## config.mk

```make
export PLATFORM = sky130hd
export DESIGN_NAME = controle_cronometro
export DESIGN_NICKNAME = d
export VERILOG_FILES = /design/src/rtl/cronometro_defs.sv /design/src/rtl/detector_botao.sv /design/src/rtl/controle_cronometro.sv
export SDC_FILE = /design/constraint.sdc
export NUM_CORES = 1
export LEC_CHECK = 0
export ABC_AREA = 1
export CORE_ASPECT_RATIO = 1.1
export CORE_MARGIN = 2
export CORE_UTILIZATION = 41
export CTS_BUF_LIST = sky130_fd_sc_hd__clkbuf_8
export CTS_CLUSTER_DIAMETER = 120
export DETAILED_ROUTE_END_ITERATION = 7
export HOLD_SLACK_MARGIN = 0.15
export PLACE_DENSITY = 0.89
export REMOVE_ABC_BUFFERS = 1
export SYNTH_ARGS = -nofsm -noshare
export SYNTH_HDL_FRONTEND = slang
export SYNTH_HIERARCHICAL = 1
export SYNTH_SLANG_ARGS = --single-unit
```

## constraint.sdc

```tcl
create_clock -name clk_100hz -period 1.3 [get_ports clk_100hz]
set_clock_uncertainty 0.15 [all_clocks]
set_input_delay 0.26 -clock clk_100hz [delete_from_list [all_inputs] [get_ports clk_100hz]]
set_output_delay 0.26 -clock clk_100hz [all_outputs]
set_load 0.01 [all_outputs]
```

## src/rtl/cronometro_defs.sv

```systemverilog
// Shared definitions for the stopwatch controller: FSM state encoding,
// default debounce length and the packed BCD time record.
package cronometro_defs;

   localparam int unsigned DEB_CICLOS_PADRAO = 3;

   typedef enum logic [1:0] {
      PARADO   = 2'd0,
      CONTANDO = 2'd1,
      PAUSADO  = 2'd2,
      PARCIAL  = 2'd3
   } estado_t;

   // Digit order matches the display: s_d:s_u . cs_d:cs_u
   typedef struct packed {
      logic [3:0] s_d;
      logic [3:0] s_u;
      logic [3:0] cs_d;
      logic [3:0] cs_u;
   } tempo_t;

   // Counter runs in both CONTANDO and PARCIAL
   function automatic logic conta(input estado_t e);
      return (e == CONTANDO) || (e == PARCIAL);
   endfunction

endpackage

```

## src/rtl/detector_botao.sv

```systemverilog
// Push-button front end: 2-flop synchronizer, stability filter and
// press (1->0) edge detector producing a registered one-cycle pulse.
// A key already held when reset is released is ignored until it has
// been seen released.
module detector_botao
   import cronometro_defs::*;
#(
   parameter int unsigned DEB_CICLOS = DEB_CICLOS_PADRAO
)
(
   input  logic clk,
   input  logic rst_n,
   input  logic key_n,
   output logic press
);

   localparam int unsigned   CW     = (DEB_CICLOS > 2) ? $clog2(DEB_CICLOS) : 1;
   localparam logic [CW-1:0] ULTIMO = CW'(DEB_CICLOS - 1);

   logic          sinc1;
   logic          sinc2;
   logic          valido1;
   logic          valido2;
   logic          armado;
   logic          nivel;
   logic [CW-1:0] cont;

   // Synchronizer chain plus a parallel flag marking when sinc2 holds a real key sample
   always_ff @(posedge clk or negedge rst_n) begin
      if (!rst_n) begin
         sinc1   <= 1'b1;
         sinc2   <= 1'b1;
         valido1 <= 1'b0;
         valido2 <= 1'b0;
      end else begin
         sinc1   <= key_n;
         sinc2   <= sinc1;
         valido1 <= 1'b1;
         valido2 <= valido1;
      end
   end

   // Events are enabled only after a genuine released sample following reset
   always_ff @(posedge clk or negedge rst_n) begin
      if (!rst_n) begin
         armado <= 1'b0;
      end else if (valido2 && sinc2) begin
         armado <= 1'b1;
      end
   end

   // Stability filter: accept a new level after DEB_CICLOS equal samples; pulse on press
   always_ff @(posedge clk or negedge rst_n) begin
      if (!rst_n) begin
         nivel <= 1'b1;
         cont  <= '0;
         press <= 1'b0;
      end else begin
         press <= 1'b0;
         if (sinc2 == nivel) begin
            cont <= '0;
         end else if (cont == ULTIMO) begin
            nivel <= sinc2;
            cont  <= '0;
            press <= armado & ~sinc2;
         end else begin
            cont <= cont + 1'b1;
         end
      end
   end

endmodule

```

## src/rtl/controle_cronometro.sv

```systemverilog
// Stopwatch controller: debounced keys drive a 4-state FSM that enables
// the external BCD counter, issues a one-cycle registered clear, and
// optionally freezes the displayed time on lap.
// Optional feature: define CRONOMETRO_LAP_EN to build the lap key,
// PARCIAL state and the display latch.
module controle_cronometro
   import cronometro_defs::*;
#(
   parameter int unsigned DEB_CICLOS = DEB_CICLOS_PADRAO
)
(
   input  logic       clk_100hz,
   input  logic       reset,
   input  logic       key_start_stop_n,
   input  logic       key_lap_n,
   input  logic       key_clear_n,
   input  logic [3:0] cs_unidade,
   input  logic [3:0] cs_dezena,
   input  logic [3:0] s_unidade,
   input  logic [3:0] s_dezena,
   output logic       cnt_enable,
   output logic       cnt_clear_n,
   output logic [3:0] disp_cs_u,
   output logic [3:0] disp_cs_d,
   output logic [3:0] disp_s_u,
   output logic [3:0] disp_s_d,
   output logic       led_contando,
   output logic       led_parcial
);

   estado_t estado;
   estado_t prox;
   logic    ev_start;
   logic    ev_clear;
   logic    ev_lap;
   logic    pede_clear;
   tempo_t  vivo;
   tempo_t  mostrado;

   assign vivo = {s_dezena, s_unidade, cs_dezena, cs_unidade};

   detector_botao #(.DEB_CICLOS(DEB_CICLOS)) u_start (
      .clk   (clk_100hz),
      .rst_n (reset),
      .key_n (key_start_stop_n),
      .press (ev_start)
   );

   detector_botao #(.DEB_CICLOS(DEB_CICLOS)) u_clear (
      .clk   (clk_100hz),
      .rst_n (reset),
      .key_n (key_clear_n),
      .press (ev_clear)
   );

`ifdef CRONOMETRO_LAP_EN
   logic   pede_latch;
   tempo_t congelado;

   detector_botao #(.DEB_CICLOS(DEB_CICLOS)) u_lap (
      .clk   (clk_100hz),
      .rst_n (reset),
      .key_n (key_lap_n),
      .press (ev_lap)
   );
`else
   logic unused_lap;

   assign unused_lap = key_lap_n;
   assign ev_lap     = 1'b0;
`endif

   // State register
   always_ff @(posedge clk_100hz or negedge reset) begin
      if (!reset) begin
         estado <= PARADO;
      end else begin
         estado <= prox;
      end
   end

   // Counter clear is re-timed through a flop so the pulse is glitch-free
   always_ff @(posedge clk_100hz or negedge reset) begin
      if (!reset) begin
         cnt_clear_n <= 1'b1;
      end else begin
         cnt_clear_n <= ~pede_clear;
      end
   end

   // Next state: the highest-priority event of the cycle is the only one considered
   always_comb begin
      prox       = estado;
      pede_clear = 1'b0;
`ifdef CRONOMETRO_LAP_EN
      pede_latch = 1'b0;
`endif
      if (ev_clear) begin
         if ((estado == PARADO) || (estado == PAUSADO)) begin
            prox       = PARADO;
            pede_clear = 1'b1;
         end
      end else if (ev_start) begin
         case (estado)
            PARADO, PAUSADO:  prox = CONTANDO;
            CONTANDO, PARCIAL: prox = PAUSADO;
            default:          prox = estado;
         endcase
      end else if (ev_lap) begin
`ifdef CRONOMETRO_LAP_EN
         case (estado)
            CONTANDO: begin
               prox       = PARCIAL;
               pede_latch = 1'b1;
            end
            PARCIAL:  prox = CONTANDO;
            default:  prox = estado;
         endcase
`else
         prox = estado;
`endif
      end
   end

`ifdef CRONOMETRO_LAP_EN
   // Lap latch captures the live digits on the same edge that enters PARCIAL
   always_ff @(posedge clk_100hz or negedge reset) begin
      if (!reset) begin
         congelado <= '0;
      end else if (pede_latch) begin
         congelado <= vivo;
      end
   end

   assign mostrado    = (estado == PARCIAL) ? congelado : vivo;
   assign led_parcial = (estado == PARCIAL);
`else
   assign mostrado    = vivo;
   assign led_parcial = 1'b0;
`endif

   assign cnt_enable   = conta(estado);
   assign led_contando = cnt_enable;

   assign {disp_s_d, disp_s_u, disp_cs_d, disp_cs_u} = mostrado;

endmodule

```

==> parameters.txt <==
Parameter                              Value

Setup path
  Slowest Stage Delay on Critical Path ... 0.53 ns
  Count of buffering cells on the critical path with inverters included ... 1
  Type of element capturing the critical path ... output port
  Critical path type ... flip-flop to output port
  Arrival time of data at the critical path endpoint ... 0.88 ns
  CP Data Required Time ... 0.89 ns
  Crit-path leading delay family ... flip-flops
  Startpoint type of the worst setup path ... flip-flop
  Ordered list of cells on the worst path ... buf_6
  Worst-path fanout max ... 1
  Cell at the slowest stage of the critical path ... dfstp_2

Finish
  Highest-count cells in the layout ignoring fill and taps ... nand2_1, dfrtp_1, inv_1, dfstp_2, a21oi_1
  Antenna diode count ... 0
  Most common cell after layout, fill and taps aside ... nand2_1
  Number of standard cells in the final layout excluding fillers ... 102
  Layout cells sized above 1 ... 25.7%
  Layout area overhead ... 5.60%
  Post-route cell area ... 873 sq um
  Count of nets after finishing ... 96

Logic synthesis
  Mapped Area ... 827 sq um
  Number of library cell types mapped by synthesis ... 14
  Fraction of synthesized cell area taken by the top area cell type ... 39.3%
  Mean instance size in the synthesized netlist ... 10.2 sq um
  Number of warning messages in the yosys log ... 6
  Sequential-to-total area share from yosys stat ... 61.6%
  Most area-hungry cell type in the Yosys netlist ... dfrtp_1
  Number of cells produced by synthesis ... 81
  #FFs+latches synth ... 20
  Synth area leaders ... dfrtp_1, dfstp_2, buf_4, nand2_1, inv_1

GRT
  Remaining global-route overflow ... 0
  Pin count of the biggest net entering global routing ... 21
  Via count of the first global-routing pass ... 458
  Global-route total usage across every layer ... 11.7%
  Number of antenna violations at the first check in global routing ... 0
  Global-route wire length before repair ... 1880 microns

Floorplanning
  Number of top-level pins ... 41
  Core Box Area ... 0.00196 sq mm
  Horizontal extent of the die ... 46.8 microns
  Number of rows in the core area ... 17
  Height of the chip ... 51.1 microns
  Overall die area ... 0.00239 sq mm
  Initial Utilization ... 42.3%

Route
  Mean number of vias per cell ... 4.41
  Detailed router's first-iteration violation count ... 7
  Drt drc ... 0
  Post-DR wirelength/cell ... 10.9 microns
  Antenna-violating nets left ... 0
  Detailed Routing Iterations Pass 1 ... 4
  Final WL ... 1110 microns
  Total via count in the routed design ... 450

STA
  Final number of hold-violating endpoints ... 0
  Post-route fraction of the period consumed by the critical path ... 99.0%
  Final min period ... 1.29 ns
  Hold Slack ... 0.180 ns
  Number of slew-limit violations in the final report ... 0
  Setup repair after global routing missed its margin ... yes
  Maximum clock frequency ... 777 MHz
  Final setup vio count ... 0
  Setup ws final ... 0.0133 ns

Clock tree
  Clock-pin slew reported for the worst setup and hold paths after clock tree synthesis ... 0.07 ns
  Clock root buffer master ... clkbuf_8
  Setup bufs post-CTS ... 0
  H-Tree Depth ... 1
  TritonCTS clock tree ... done
  Hold bufs inserted after CTS ... 0
  Number of gates resized after cts ... 12
  CTS Buf Count ... 3
  Clk sinks ... 20
  CTS max path bufs ... 2
  Clock network latency to the later pin of the worst-skew pair ... 0.26 ns

Power and ir drop
  Int Pwr ... 1.29 mW
  Highest ir drop seen on vdd ... 0.000731 V
  Power spent charging and discharging nets ... 429 uW
  Combinational group share of total power ... 17.0%
  Power per cell area ... 1970 mW/mm^2
  Switching part of the total power ... 24.9%
  Sequential share of power ... 47.9%
  Total leakage power ... 0.403 nW
  Relative contribution of the clock network to total power ... 35.2%

Worst hold path
  Hold Crit Class ... primary input to async pin

Placement
  HPWL after detailed placement ... 792 microns
  Total instance count after detailed placement ... 98
  Count of buffers from port buffering ... 6
  Area post-placement ... 811 sq um
  Placement-stage worst setup slack ... -0.124 ns
  Final GP Congestion ... 0.623

Outcome
  Run status ... finished, final reports clean

Flow run
  Number of max-cap violations ... 0
[through the flow]
stage          utilization (%)  power [mW]  setup TNS, ns
3_5_place_dp              41.4        1.15         -0.132
2_1_floorplan                -        1.01              0
6_report                  44.6        1.72              0
5_1_grt                   44.6        1.82       -0.00767
3_3_place_gp              41.4        1.12         -0.120
4_1_cts                   44.9        1.76       -0.00246
[final timing paths]
kind | from | end | cells after the start | slack (ns)
max in group asynchronous | reset | cnt_clear_n | 2 | 0.60
setup reg to reg | u_start/nivel | u_start/cont[1] | 2 | 0.26
hold / removal | reset | u_start/valido1 | 2 | 0.18
setup / recovery | cnt_clear_n | cnt_clear_n | 1 | 0.01
hold reg to reg | u_start/valido1 | u_start/valido2 | 0 | 0.21
min in group clk_100hz | u_start/valido1 | u_start/valido2 | 0 | 0.21
[cell families (layout without fill, tap and decap cells)]
kind of cell	after synthesis	after routing	synth area share (%)
AND/OR/NAND/NOR	21	21	10.3
other	3	3	1.36
AO/OA/AOI/OAI	8	8	5.45
buffers and inverters	29	22	21.3
flip-flops	20	20	61.6
[state kept, by name, indices dropped and copies added (netlist names)]
register         flops
u_clear/nivel        1
u_clear/sinc2        1
u_start/press        1
cnt_clear_n          1
u_clear/valido2      1
u_start/sinc1        1
u_start/valido2      1
u_clear/armado       1
u_start/sinc2        1
u_start/cont         2
u_start/valido1      1
u_clear/sinc1        1
u_start/armado       1
estado               1
u_clear/cont         2
u_start/nivel        1
u_clear/press        1
u_clear/valido1      1
[cell type report]
type | instances | area, sq um
clock buffers | 3 | 41.3
clock inverters | 1 | 30.0
fillers | 185 | 1080
inverters | 10 | 37.5
multi-input cells | 32 | 141
flip-flops and latches | 20 | 509
well taps | 28 | 35.0
repair buffers | 8 | 78.8
[power groups by stage]
stage               Combinational (mW)  Sequential, mW  Clock [mW]
floorplan                        0.173           0.834           0
global placement                 0.299           0.823           0
detailed placement               0.316           0.836           0
CTS                              0.302           0.827       0.626
global route                     0.346           0.839       0.640
finish                           0.292           0.824       0.605
[metal layers]
layer | wire length [microns] | vias to the layer above | track usage [%]
li1 | - | 206 | -
met2 | 567 | 36 | 16.0
met5 | 0 | - | 0
met1 | 392 | 206 | 11.1
met3 | 139 | 2 | 9.89
met4 | 10 | 0 | 8.33
[Yosys cell counts]
cell type	number
clkbuf_1	1
inv_2	2
a21oi_1	4
nand3_1	3
nand2_1	15
buf_4	18
dfrtp_1	13
nor2_1	2
o21ai_1	2
inv_1	8
a21o_1	2
conb_1	3
dfstp_2	7
nand2_2	1
Note: power is estimated with default switching activity, not from simulation.
